$ cat config.mk
export PLATFORM = sky130hd
export DESIGN_NAME = ws2812_frame_ctrl
export DESIGN_NICKNAME = d
export VERILOG_FILES = /design/src/rtl/ws2812_frame_ctrl.sv
export SDC_FILE = /design/constraint.sdc
export NUM_CORES = 1
export LEC_CHECK = 0
export BUFFER_PORTS_ARGS = -buffer_cell sky130_fd_sc_hd__buf_2
export CELL_PAD_IN_SITES_DETAIL_PLACEMENT = 1
export CELL_PAD_IN_SITES_GLOBAL_PLACEMENT = 2
export CORE_ASPECT_RATIO = 0.75
export CORE_MARGIN = 2
export CORE_UTILIZATION = 34
export CTS_CLUSTER_DIAMETER = 100
export CTS_CLUSTER_SIZE = 10
export DETAILED_ROUTE_END_ITERATION = 7
export PLACE_DENSITY_LB_ADDON = 0.1
export SETUP_SLACK_MARGIN = 0.15
export SLEW_MARGIN = 20
export SYNTH_ARGS = -nofsm -noshare
export SYNTH_HDL_FRONTEND = slang
export SYNTH_SLANG_ARGS = --single-unit
$ cat constraint.sdc
create_clock -name CLK -period 1.9 [get_ports CLK]
set_clock_uncertainty 0.05 [all_clocks]
set_input_delay 0.095 -clock CLK [delete_from_list [all_inputs] [get_ports CLK]]
set_output_delay 0.095 -clock CLK [all_outputs]
set_load 0.005 [all_outputs]
$ cat src/rtl/ws2812_frame_ctrl.sv
`default_nettype none
// ============================================================================
// Module   : ws2812_frame_ctrl
// Brief    : Frame sequencer for a WS2812 chain. It fetches each GRB pixel
//            from memory, hands it to the bit encoder, waits for the encoder
//            to drain, then holds the reset/latch gap. Frames are launched by
//            a one-shot start or by a periodic auto-refresh timer.
//            Optional macro WS2812_FRAME_CTRL_OVERRUN_EN builds a saturating
//            counter of dropped auto-refresh requests.
// Revision : 1.0 - initial release
// ============================================================================
module ws2812_frame_ctrl #(
    parameter int NUM_LEDS     = 8,
    parameter int LATCH_CYCLES = 1000,
    parameter int FRAME_PERIOD = 266667,
    localparam int c_aw        = (NUM_LEDS > 1) ? $clog2(NUM_LEDS) : 1
) (
    input  logic            CLK,
    input  logic            RST_N,
    input  logic            start,
    input  logic            auto_en,
    output logic            mem_rd,
    output logic [c_aw-1:0] mem_addr,
    input  logic [23:0]     mem_data,
    output logic [23:0]     pix_data,
    output logic            pix_valid,
    input  logic            pix_ready,
    input  logic            enc_idle,
    output logic            busy,
    output logic            frame_done,
    output logic [7:0]      overrun_cnt
);

    localparam int c_lw = (LATCH_CYCLES > 1) ? $clog2(LATCH_CYCLES) : 1;
    localparam int c_tw = (FRAME_PERIOD > 1) ? $clog2(FRAME_PERIOD) : 1;

    localparam logic [c_aw-1:0] c_last_addr  = c_aw'(NUM_LEDS - 1);
    localparam logic [c_lw-1:0] c_latch_last = c_lw'(LATCH_CYCLES - 1);
    localparam logic [c_tw-1:0] c_timer_last = c_tw'(FRAME_PERIOD - 1);

    localparam logic [2:0] c_st_idle    = 3'd0;
    localparam logic [2:0] c_st_fetch   = 3'd1;
    localparam logic [2:0] c_st_wait    = 3'd2;
    localparam logic [2:0] c_st_present = 3'd3;
    localparam logic [2:0] c_st_drain   = 3'd4;
    localparam logic [2:0] c_st_latch   = 3'd5;

    logic [2:0]      r_state;
    logic [c_aw-1:0] r_mem_addr;
    logic [23:0]     r_pix_data;
    logic            r_mem_rd;
    logic            r_pix_valid;
    logic            r_busy;
    logic            r_frame_done;
    logic [c_lw-1:0] r_latch_cnt;
    logic [c_tw-1:0] r_timer;
    logic            r_pending;

    logic w_wrap;
    logic w_launch;

    assign w_wrap   = auto_en && (r_timer == c_timer_last);
    assign w_launch = (r_state == c_st_idle) && (start || r_pending);

    // Free-running refresh timer; a wrap leaves a single pending request.
    always_ff @(posedge CLK or negedge RST_N) begin
        if (!RST_N) begin
            r_timer   <= '0;
            r_pending <= 1'b0;
        end else if (!auto_en) begin
            r_timer   <= '0;
            r_pending <= 1'b0;
        end else begin
            if (w_wrap) begin
                r_timer <= '0;
            end else begin
                r_timer <= r_timer + c_tw'(1);
            end
            // A wrap coinciding with a launch is a fresh request, so it wins.
            if (w_wrap) begin
                r_pending <= 1'b1;
            end else if (w_launch) begin
                r_pending <= 1'b0;
            end
        end
    end

    always_ff @(posedge CLK or negedge RST_N) begin
        if (!RST_N) begin
            r_state      <= c_st_idle;
            r_mem_addr   <= '0;
            r_pix_data   <= '0;
            r_mem_rd     <= 1'b0;
            r_pix_valid  <= 1'b0;
            r_busy       <= 1'b0;
            r_frame_done <= 1'b0;
            r_latch_cnt  <= '0;
        end else begin
            r_frame_done <= 1'b0;
            case (r_state)
                c_st_idle: begin
                    if (w_launch) begin
                        r_state    <= c_st_fetch;
                        r_mem_addr <= '0;
                        r_mem_rd   <= 1'b1;
                        r_busy     <= 1'b1;
                    end
                end
                c_st_fetch: begin
                    r_mem_rd <= 1'b0;
                    r_state  <= c_st_wait;
                end
                c_st_wait: begin
                    r_pix_data  <= mem_data;
                    r_pix_valid <= 1'b1;
                    r_state     <= c_st_present;
                end
                c_st_present: begin
                    if (pix_ready) begin
                        r_pix_valid <= 1'b0;
                        if (r_mem_addr == c_last_addr) begin
                            r_state <= c_st_drain;
                        end else begin
                            r_mem_addr <= r_mem_addr + c_aw'(1);
                            r_mem_rd   <= 1'b1;
                            r_state    <= c_st_fetch;
                        end
                    end
                end
                c_st_drain: begin
                    if (enc_idle) begin
                        r_latch_cnt <= '0;
                        r_state     <= c_st_latch;
                    end
                end
                c_st_latch: begin
                    if (r_latch_cnt == c_latch_last) begin
                        r_frame_done <= 1'b1;
                        r_busy       <= 1'b0;
                        r_state      <= c_st_idle;
                    end else begin
                        r_latch_cnt <= r_latch_cnt + c_lw'(1);
                    end
                end
                default: begin
                    r_state     <= c_st_idle;
                    r_mem_rd    <= 1'b0;
                    r_pix_valid <= 1'b0;
                    r_busy      <= 1'b0;
                end
            endcase
        end
    end

`ifdef WS2812_FRAME_CTRL_OVERRUN_EN
    logic [7:0] r_overrun_cnt;

    // A wrap finding the request still unserved drops one refresh.
    always_ff @(posedge CLK or negedge RST_N) begin
        if (!RST_N) begin
            r_overrun_cnt <= 8'd0;
        end else if (w_wrap && r_pending && !w_launch && (r_overrun_cnt != 8'hFF)) begin
            r_overrun_cnt <= r_overrun_cnt + 8'd1;
        end
    end

    assign overrun_cnt = r_overrun_cnt;
`else
    assign overrun_cnt = 8'd0;
`endif

    assign mem_rd     = r_mem_rd;
    assign mem_addr   = r_mem_addr;
    assign pix_data   = r_pix_data;
    assign pix_valid  = r_pix_valid;
    assign busy       = r_busy;
    assign frame_done = r_frame_done;

endmodule
`default_nettype wire

== Word level (Yosys, flattened, before mapping) ==
Index checks and enable logic that the tools add are counted.

* Add/sub/neg operators: 3
* Bitwise gates (word level): 3
* Reduce and logical (&&, ||, !) cells: 15
* Eq/ne operators: 15
* Multiplexer cells: 28

{| class="wikitable"
|+ Operator list
! kind !! count
|-
| two-way mux 19 bit || 2
|-
| two-way mux 3 bit || 8
|-
| two-way mux 10 bit || 2
|-
| case mux 10 bit (2 select lines) || 1
|-
| adder 19 x 1 -> 19 bit (second input constant) || 1
|-
| equality test 19 bit (second input constant) || 1
|-
| case mux 3 bit (6 select lines) || 1
|-
| inequality test 2 bit (second input constant) || 6
|-
| AND reduction 4 bit || 3
|-
| adder 10 x 1 -> 10 bit (second input constant) || 1
|-
| equality test 10 bit (second input constant) || 1
|-
| two-way mux 1 bit || 10
|-
| equality test 3 bit (second input constant) || 3
|-
| case mux 1 bit (3 select lines) || 3
|-
| OR reduction 4 bit || 2
|-
| equality test 3 x 2 -> 1 bit (second input constant) || 2
|-
| case mux 3 bit (2 select lines) || 1
|-
| AND reduction 3 bit || 2
|-
| nonzero test 2 bit || 2
|-
| adder 3 x 1 -> 3 bit (second input constant) || 1
|-
| equality test 3 x 1 -> 1 bit (second input constant) || 1
|-
| logical NOT 3 bit || 1
|-
| inequality test 3 x 1 -> 1 bit (second input constant) || 1
|-
| NOT 1 bit || 3
|-
| other kinds (4) || 5
|}

* Register bits: 64
* Word-level logic and storage cells: 74
* Output and inout bits: 39

== Depth between registers and ports, before layout ==
Gate-level depths: netlist (run 1).

* Depth after elaboration: 5
* Mapped depth: 7
* Depth with buffers taken out: 6

== Worst setup path before layout (run 1) ==
No wires, ideal clock.

* Path type: reg-to-reg
* Start point: register r_latch_cnt[0]
* End point: register r_latch_cnt[6]
* Cell stages (with the launch flop): 6
* Required time: 1.726 ns
* Path slack: 0.208 ns
* Arrival: 1.518 ns
* Path buffers: 0
* Cell sequence: dfrtp_1 ha_1 nand4b_1 o31a_1 and3_1 a211o_1

* Word-level cells in the longest chain between the ends: 3
* Elaborated cells on any way between the ends: 6

{| class="wikitable"
|+ RTL lines
! what !! line !! text
|-
| from (decl) || 55 || <nowiki>logic [c_lw-1:0] r_latch_cnt;</nowiki>
|-
| from (signal assigned) || 142 || <nowiki>r_latch_cnt <= r_latch_cnt + c_lw'(1);</nowiki>
|-
| adder 10 x 1 -> 10 bit or equality test 10 bit (tied branches) || 142, 137 ||
|-
| two-way mux 10 bit or inequality test 2 bit (tied branches) || n/a ||
|-
| case mux 10 bit (2 select lines) or AND reduction 3 bit (tied branches) || n/a ||
|}

Several ways; a longest one is shown, not always the timed one. The select of a mux whose other input is x is not followed.
A chain may end at the register's enable or synchronous reset.

== Final worst setup path (run 1) ==
* Start point: register r_latch_cnt[3]
* End point: register r_latch_cnt[3]

The elaborated chain is that of the path after synthesis.

==> results of run 1 <==
[final cells by class]
cell class,instances,share of cell area (%)
clock buffers,9,5.37
clock inverters,6,1.46
inverters,11,0.984
multi-input cells,196,32.5
flip-flops and latches,64,38.3
well taps,108,3.22
repair buffers,110,18.2
[logic make-up after synthesis]
family / Yosys count
buffers and inverters: 29
adder cells (fa/ha/maj): 5
flip-flops: 64
other: 1
XOR/XNOR: 15
multiplexers: 29
AO/OA/AOI/OAI: 35
AND/OR/NAND/NOR: 103
[power groups by stage]
stage                     Combinational, µW  Sequential, µW  Clock, µW
final                                  1510            2020       1600
after global routing                   1660            2100       1720
after CTS                              1490            2020       1650
after detailed placement               1440            2050          0
after global placement                 1410            2030          0
after floorplan                         810            2000          0
[how the worst max path moves through the flow]
stage / from / endpoint / slack (ps) / cells after the start
after floorplan: r_latch_cnt[0] / r_latch_cnt[6] / 210 / 5
after global placement: r_latch_cnt[0] / r_latch_cnt[6] / 190 / 5
after detailed placement: r_latch_cnt[0] / r_latch_cnt[6] / 160 / 5
after CTS: r_latch_cnt[0] / r_latch_cnt[5] / 150 / 5
after global routing: r_latch_cnt[1] / busy / 110 / 6
final: r_latch_cnt[3] / r_latch_cnt[3] / 210 / 4
[worst reg2reg max path, cell delays in order, from the launching register on]
cell      delay [ps]
dfrtp_1          440
nand4b_1         290
o31a_1           340
buf_4            160
a221o_1          290
[registers in the layout, indices dropped and copies added, names as in the netlist]
name,cells
pix_data,24
r_timer,19
r_latch_cnt,10
mem_addr,3
r_state,3
busy,1
frame_done,1
mem_rd,1
pix_valid,1
r_pending,1
[stage by stage]
stage / instances / cell area [µm²] / setup slack, ps / power (µW) / utilization, %
finish: 504 / 4200 / 208 / 5130 / 48.8
CTS: 497 / 4120 / 153 / 5160 / 48.0
detailed placement: 457 / 3590 / 163 / 3490 / 41.7
global placement: 457 / 3590 / 194 / 3440 / 41.7
floorplan: 288 / 3090 / 208 / 2810 / -
global route: 504 / 4200 / 106 / 5480 / 48.8
[cell usage in the layout, fill, tap and decap left out, types with 9 or more instances in the layout]
| master | Yosys | layout |
|---|---|---|
| dfrtp_1 | 64 | 60 |
| buf_2 | 6 | 60 |
| nor2_1 | 33 | 33 |
| mux2_2 | 26 | 26 |
| dlygate4sd3_1 | 0 | 25 |
| buf_4 | 10 | 23 |
| nand3_1 | 13 | 12 |
| inv_1 | 11 | 11 |
| nor3_1 | 11 | 10 |
| xnor2_1 | 10 | 10 |
| clkbuf_16 | 0 | 9 |
[routing by layer]
layer	GRT usage, %	up-vias	wire (µm)
met5	0	-	0
met4	5.99	0	97
met3	3.78	10	453
met2	27.6	75	3460
met1	25.0	1248	4280
li1	-	1224	-
[timing repair]
item,4_1_cts,5_1_grt
endpoints found under the setup margin,0,12
hold buffers,25,0
endpoints found under the hold margin,88,0
setup buffers,0,6
resized for setup,0,8
==> results.ini, run 1 <==
[outcome]
outcome = complete, no violations

[timing]
fmax_mhz = 591
period_needed_ps = 1690
setup_viol = 0
hold_violations = 0
layout_worst_path_cycle_share_pct = 89.0
tns_ps = 0
whs_ps = 19.9
report.final.slew_viol_count = 0
rsz0062_at_grt = yes

[synth]
synth_xor_area_share_pct = 4.29
synth_top_area_share_pct = 52.3
synth_fa_ha_area_share_pct = 2.04
ys.flop_type = dfrtp_1
avgSynthCellArea_um2 = 10.9
yosys-top-cells-count = 64 x dfrtp_1, 33 x nor2_1, 26 x mux2_2
synth.most_common_cell = dfrtp_1
synth_compound_area_share_pct = 7.80
synth_area_um2 = 3060
synth_area_leader_cell = dfrtp_1
synth_seq_cells = 64
yosysWarnings = 0
synthSimpleGateAreaFrac_pct = 17.9
netlist_top_cells_area = dfrtp_1 52%, mux2_2 9.6%, nor2_1 4.0%
async_flop_share_pct = 100
synth_top_family_by_area = simple AND/OR/NAND/NOR gates
synth_cells = 281
ys_seq_area_share_pct = 52.3
ys_types = 47
synth-edff-count = 0
synth_mux_area_share_pct = 10.5

[detailed_routing]
wirelength_um = 8290
vias = 2557
drcViolationCount = 0
drt-initial-drc-count = 92
first_pass_iters = 4
routed_via_density = 5.07
ant_nets = 0
wire_per_inst_um = 16.5

[finish]
synthToLayoutAreaGrowth_pct = 37.0
fin_nets = 427
multi_input_area_um2 = 1370
regArea_um2 = 1610
fill_cells = 962
antenna_cells = 0
drive_above_1_share_pct = 35.6

[placement]
place_congestion = 0.778
hpwlAfterDp_um = 5530
io_buffers = 60

[die]
dieHeight_um = 86.2
core_um2 = 8600
rows = 29
ios = 69
die_area_um2 = 9800
start_util_pct = 35.6
die_w_um = 114

[clocking]
cts_num_sinks = 64
clk_latency_ps = 320
cts.htree.levels = 3
cts_tree = built
cts-buffers-inserted = 9
root_buffer = clkbuf_16
clockBufferDepth = 2
path_clk_slew_ps = 50

[critical_path]
reg2reg_to = r_latch_cnt[3]
slowest_delay_ps = 440
r2r_slack_ps = 210
worst_path_max_delay_cell = dfrtp_1
crit_chain = nand4b_1 > o31a_1 > buf_4 > a221o_1
criticalPathCategory = flip-flop to flip-flop
endpoint_kind = flip-flop
path_delay_family = compound AO/OA/AOI/OAI gates
r2r-start = r_latch_cnt[3]
path_buf_inv = 1
start_kind = flip-flop
crit_required_ps = 2050
path_max_fanout = 7
arrival_ps = 1840
reg2regPathDepth = 4

[global_routing]
grt_use_total_pct = 17.8
grt_pass1_wl_um = 13500
antenna_found_initial = 0
globalRouteOverflowTotal = 0
grt_max_degree = 65
grt_pass1_vias = 2640

[power_and_ir_drop]
power_per_cell_area_nw_per_um2 = 1220
p_sw_share_pct = 29.7
p_int_uw = 3610
p_seq_share_pct = 39.4
p_clk_share_pct = 31.2
leakage_uw = 0.00187
p_switching_uw = 1520
comb_power_share_pct = 29.4
vdd_ir_drop_max_mv = 0.510

[worst_hold_path]
hp-class = input port to flip-flop
whs_endpoint = r_timer[17]
hp-start = auto_en
hold_path_depth = 3

[run]
maxCapViolations = 0

No activity file was read; power rests on OpenSTA's default activity.
==> inputs of run 2 (changes only) <==
--- a/config.mk
+++ b/config.mk
@@ -15,6 +15,7 @@
 export CTS_CLUSTER_SIZE = 10
 export DETAILED_ROUTE_END_ITERATION = 7
 export PLACE_DENSITY_LB_ADDON = 0.1
+export REMOVE_ABC_BUFFERS = 1
 export SETUP_SLACK_MARGIN = 0.15
 export SLEW_MARGIN = 20
 export SYNTH_ARGS = -nofsm -noshare
==> results.ini, run 2 (same netlist as run 1, synthesis figures left out) <==
[outcome]
outcome = complete, no violations

[finish]
final_common_cell = buf_2
largest_reg_flops = 24  ; unchanged
drive_above_1_share_pct = 36.3  ; +0.67 points
fin_nets = 428  ; +0.23%
fin_area_um2 = 4220  ; +0.57%
synthToLayoutAreaGrowth_pct = 37.8
regArea_um2 = 1610  ; about the same
antenna_cells = 0  ; unchanged
fill_cells = 957  ; -0.52%
layout.cells.non_filler = 505  ; +0.20%
multi_input_area_um2 = 1370  ; about the same
layout_common_cells = 60 x buf_2, 59 x dfrtp_1, 33 x nor2_1

[critical_path]
crit_required_ps = 2060  ; about the same
arrival_ps = 1900  ; +60 ps
crit_start = r_latch_cnt[0]
r2r_slack_ps = 150  ; -50 ps
r2r-start = r_latch_cnt[0]
start_kind = flip-flop
reg2regPathDepth = 6  ; +2
path_max_fanout = 4  ; -3
endpoint_kind = flip-flop
criticalPathCategory = flip-flop to flip-flop
reg2reg_to = r_latch_cnt[5]
crit_end = r_latch_cnt[5]

[placement]
placed_cells = 457  ; unchanged
place_congestion = 0.783  ; +0.60%
io_buffers = 60  ; unchanged
pre_cts_ws_ps = 89.3  ; -73.3 ps
place_area_um2 = 3590  ; unchanged
hpwlAfterDp_um = 5330  ; -3.6%

[global_routing]
grt_max_degree = 65  ; unchanged
grt_pass1_vias = 2672  ; +1.2%
grt_pass1_wl_um = 13400  ; -0.97%
grt_use_total_pct = 17.4  ; -0.37 points
antenna_found_initial = 0  ; unchanged
globalRouteOverflowTotal = 0  ; unchanged

[die]
dieHeight_um = 86.2  ; unchanged
start_util_pct = 35.6  ; unchanged
core_um2 = 8600  ; unchanged
die_w_um = 114  ; unchanged
die_area_um2 = 9800  ; unchanged
rows = 29  ; unchanged
ios = 69  ; unchanged

[timing]
hold_violations = 0  ; unchanged
report.final.slew_viol_count = 0  ; unchanged
fmax_mhz = 573  ; -3.1%
layout_worst_path_cycle_share_pct = 91.9  ; +2.9 points
rsz0062_at_grt = yes
layout_setup_ws_ps = 154  ; -54.3 ps
setup_viol = 0  ; unchanged
period_needed_ps = 1750  ; +54.3 ps

[power_and_ir_drop]
power_per_cell_area_nw_per_um2 = 1210  ; -1.2%
leakage_uw = 0.00188  ; +0.60%
total_power_uw = 5090  ; -0.69%
vdd_ir_drop_max_mv = 0.622  ; +22%

[detailed_routing]
vias = 2521  ; -1.4%
drt-initial-drc-count = 93  ; +1.1%
routed_via_density = 4.99  ; -1.6%
wire_per_inst_um = 15.8  ; -3.7%
ant_nets = 0  ; unchanged
wirelength_um = 8000  ; -3.5%
drcViolationCount = 0  ; unchanged
first_pass_iters = 4  ; unchanged

[clocking]
cts.htree.levels = 3  ; unchanged
cts_tree = built
clockBufferDepth = 2  ; unchanged
cts-buffers-inserted = 9  ; unchanged
cts_num_sinks = 64  ; unchanged
root_buffer = clkbuf_16
path_clk_slew_ps = 50  ; about the same
clk_latency_ps = 330  ; about the same

[run]
maxCapViolations = 0  ; unchanged

[worst_hold_path]
hp-class = input port to flip-flop

==> run 2: cell type report <==
class,count,share of cell area (%)
flip-flops and latches,64,38.1
multi-input cells,195,32.4
repair buffers,112,18.6
clock buffers,9,5.33
well taps,108,3.20
clock inverters,6,1.45
inverters,11,0.978
==> run 2: repair_timing <==
item / 4_1_cts / 5_1_grt
hold endpoints to repair: 90 / 0
setup endpoints to repair: 3 / 43
pin swaps: 2 / 4
hold buffers: 26 / 0
setup buffers: 3 / 4
resized for setup: 0 / 14
==> run 2: worst max-delay path: stages (launching register included) <==
cell      delay [ps]
dfrtp_1          400
ha_2             200
nand4b_1         160
nor3_1           100
a21o_1           230
buf_4            150
a221o_1          340
==> run 2: worst min path at each step <==
stage / startpoint / end / depth (start not counted)
3_3_place_gp: RST_N / r_timer[4] / 2
4_1_cts: pix_ready / r_state[0] / 4
2_1_floorplan: RST_N / busy / 0
5_1_grt: pix_ready / r_state[0] / 4
6_report: pix_ready / r_state[0] / 4
3_5_place_dp: RST_N / r_timer[2] / 2
==> run 2: power breakdown <==
| group | internal [µW] | switching [µW] | total (µW) |
|---|---|---|---|
| logic | 825 | 625 | 1450 |
| clock network | 1000 | 601 | 1600 |
| registers | 1760 | 284 | 2040 |
==> run 2: stage by stage <==
step	setup TNS (ps)	utilization, %	hold WS (ps)
after global routing	0	49.1	145
after detailed placement	0	41.7	89.7
final	0	49.1	124
after global placement	0	41.7	91.1
after CTS	0	48.3	106
after floorplan	-5780	-	-251
==> run 2: metal layers <==
layer	part of all wire, %	GRT usage, %	vias up	wire, µm
li1	-	-	1218	-
met1	51	24.9	1218	4080
met2	42	26.2	77	3390
met3	5.7	4.62	8	456
met4	0.97	4.99	0	78
met5	0	0	-	0
==> inputs of run 3 (changes only) <==
--- a/config.mk
+++ b/config.mk
@@ -5,12 +5,13 @@
 export SDC_FILE = /design/constraint.sdc
 export NUM_CORES = 1
 export LEC_CHECK = 0
+export ABC_AREA = 1
 export BUFFER_PORTS_ARGS = -buffer_cell sky130_fd_sc_hd__buf_2
 export CELL_PAD_IN_SITES_DETAIL_PLACEMENT = 1
 export CELL_PAD_IN_SITES_GLOBAL_PLACEMENT = 2
 export CORE_ASPECT_RATIO = 0.75
 export CORE_MARGIN = 2
-export CORE_UTILIZATION = 34
+export CORE_UTILIZATION = 33
 export CTS_CLUSTER_DIAMETER = 100
 export CTS_CLUSTER_SIZE = 10
 export DETAILED_ROUTE_END_ITERATION = 7
==> results.ini, run 3 <==
[placement]
io_buffers = 60  ; unchanged
hpwlAfterDp_um = 5260  ; -1.4%
place_congestion = 0.768  ; -2.0%

[die]
rows = 31  ; +6.9%
core_um2 = 9660  ; +12%
dieHeight_um = 90.2  ; +4.6%
die_area_um2 = 10700  ; +9.5%
ios = 69  ; unchanged
die_w_um = 119  ; +4.7%
start_util_pct = 33.9  ; -1.8 points

[global_routing]
grt_use_total_pct = 16.4  ; -1.0 points
globalRouteOverflowTotal = 0  ; unchanged
grt_pass1_wl_um = 13800  ; +2.9%
grt_max_degree = 65  ; unchanged
grt_pass1_vias = 2745  ; +2.7%
antenna_found_initial = 0  ; unchanged

[clocking]
clk_latency_ps = 340  ; about the same
cts-buffers-inserted = 9  ; unchanged
cts.htree.levels = 3  ; unchanged
cts_setup_buffers = 0  ; -3
cts_num_sinks = 64  ; unchanged
root_buffer = clkbuf_16
cts_tree = built
clockBufferDepth = 2  ; unchanged
path_clk_slew_ps = 60  ; about the same

[synth]
synth_area_um2 = 3270  ; +6.7%
avgSynthCellArea_um2 = 9.62  ; -12%
synth_seq_cells = 64  ; unchanged
yosysWarnings = 0  ; unchanged
async_flop_share_pct = 100  ; unchanged
ys_seq_area_share_pct = 49.0  ; -3.3 points
synth_area_leader_cell = dfrtp_1
ys.flop_type = dfrtp_1
synth.most_common_cell = nand2_1
synth_top_area_share_pct = 49.0  ; -3.3 points
ys_types = 37  ; -21%
synth_cells = 340  ; +21%
synth_xor_area_share_pct = 3.48  ; -0.80 points
synth_top_family_by_area = simple AND/OR/NAND/NOR gates
yosys-top-cells-count = 74 x nand2_1, 64 x dfrtp_1, 48 x nor2_1
synth-edff-count = 0  ; unchanged
synth_mux_area_share_pct = 10.2  ; -0.32 points
synthSimpleGateAreaFrac_pct = 24.6  ; +6.7 points
synth_compound_area_share_pct = 4.44  ; -3.4 points
netlist_top_cells_area = dfrtp_1 49%, nand2_1 8.5%, mux2_4 7.8%
synth_fa_ha_area_share_pct = 1.91  ; -0.13 points

[timing]
tns_ps = 0  ; unchanged
fmax_mhz = 636  ; +11%
report.final.slew_viol_count = 0  ; unchanged
period_needed_ps = 1570  ; -173 ps
layout_worst_path_cycle_share_pct = 82.8  ; -9.1 points
setup_viol = 0  ; unchanged
rsz0062_at_grt = yes
hold_violations = 0  ; unchanged

[critical_path]
worst_path_max_delay_cell = dfrtp_1
arrival_ps = 1780  ; -120 ps
start_kind = flip-flop
path_delay_family = simple AND/OR/NAND/NOR gates
r2r-start = r_state[1]
crit_chain = inv_2 > nand2_4 > nor2_8 > nand3_2 > nand2_2 > nand2_1 > o21ai_1
endpoint_kind = flip-flop
path_buf_inv = 1  ; unchanged
crit_start = r_state[1]
criticalPathCategory = flip-flop to flip-flop
path_max_fanout = 12  ; +8
crit_required_ps = 2110  ; +50 ps
slowest_delay_ps = 520  ; +120 ps

[power_and_ir_drop]
p_switching_uw = 1660  ; +10%
p_int_uw = 3680  ; +2.6%
total_power_uw = 5340  ; +4.9%
power_per_cell_area_nw_per_um2 = 1250  ; +3.2%
leakage_uw = 0.00211  ; +12%
comb_power_share_pct = 31.4  ; +2.9 points
p_seq_share_pct = 37.1  ; -3.0 points
vdd_ir_drop_max_mv = 0.894  ; +44%
p_clk_share_pct = 31.5  ; about the same
p_sw_share_pct = 31.1  ; +1.5 points

[finish]
antenna_cells = 0  ; unchanged
final_common_cell = nand2_1
fin_nets = 471  ; +10%
fill_cells = 1128  ; +18%
layout_common_cells = 74 x nand2_1, 64 x dfrtp_1, 60 x buf_2
drive_above_1_share_pct = 29.3  ; -7.0 points
synthToLayoutAreaGrowth_pct = 31.2
largest_reg_flops = 24  ; unchanged

[detailed_routing]
drcViolationCount = 0  ; unchanged
wirelength_um = 8100  ; +1.2%
vias = 2577  ; +2.2%
wire_per_inst_um = 14.1  ; -11%
drt-initial-drc-count = 207  ; +120%
ant_nets = 0  ; unchanged
first_pass_iters = 4  ; unchanged
routed_via_density = 4.50  ; -9.9%

[run]
maxCapViolations = 0  ; unchanged

[worst_hold_path]
hp-start = auto_en
hp-class = input port to flip-flop

[outcome]
outcome = complete, no violations

-- run 3: changes by cell type after synthesis, moves of 8 or more --
cell     previous run  this run
mux2_2             26         7
nor4_1              8         0
nand2_1             9        74
nor2_1             33        48
nor3_1             11         3
inv_1              11        25
nand3_1            13        21
mux2_4              0        17
-- run 3: tightest hold or removal path, cell delays in order --
cell,delay [ps]
buf_2,100
clkinv_1,30
buf_4,160
nor2_1,60
-- run 3: path summary, 6_finish.rpt --
kind                       depth (start not counted)             end  slack [ps]
max                                                7  r_latch_cnt[3]         330
min                                                4     r_timer[16]         100
max reg2reg                                        7  r_latch_cnt[3]         330
min reg2reg                                        2          mem_rd         410
max in group asynchronous                          3      r_timer[1]        1260
min in group asynchronous                          3      frame_done         240
-- run 3: power groups by stage --
stage | clock [µW] | sequential, µW | combinational (µW)
after floorplan | 0 | 1980 | 1020
after global placement | 0 | 1970 | 1580
after detailed placement | 0 | 1970 | 1610
after CTS | 1740 | 1960 | 1650
after global routing | 1790 | 2040 | 1860
final | 1680 | 1980 | 1680
-- run 3: stage by stage --
stage	area (µm²)	setup WS, ps	hold WS (ps)	util, %	std cells
6_report	4290	327	98.7	44.4	573
5_1_grt	4290	141	117	44.4	573
4_1_cts	4260	218	87.7	44.1	572
3_5_place_dp	3690	230	97.2	38.3	530
3_3_place_gp	3690	273	98.0	38.3	530
2_1_floorplan	3200	451	-251	-	336
-- run 3: repair_timing --
item	4_1_cts	5_1_grt
setup endpoints to repair	0	32
endpoints found under the hold margin	89	0
hold buffers	26	0
resized for setup	0	4
-- run 3: kinds of logic (layout without fill, tap and decap cells) --
logic type / Yosys count / count (layout)
compound gates: 22 / 22
xor+xnor: 13 / 13
fa+ha+maj: 5 / 5
buf+inv: 40 / 133
flops: 64 / 64
mux: 24 / 24
other cells: 1 / 8
simple gates: 171 / 172
-- run 3: layer usage --
| layer | track usage [%] | part of all wire [%] | vias to the layer above |
|---|---|---|---|
| met1 | 21.0 | 48 | 1245 |
| met4 | 6.15 | 1.5 | 0 |
| met2 | 26.0 | 47 | 45 |
| li1 | - | - | 1278 |
| met5 | 0 | 0 | - |
| met3 | 5.20 | 4.0 | 9 |
-- run 3: layout make-up --
cell class | count | area (µm²) | share of cell area (%)
clock buffer | 10 | 239 | 5.57
clock inverter | 6 | 67.6 | 1.58
inverter | 29 | 109 | 2.54
multi-input combinational | 244 | 1520 | 35.4
sequential | 64 | 1600 | 37.3
tap | 132 | 165 | 3.85
timing repair buffer | 88 | 588 | 13.7
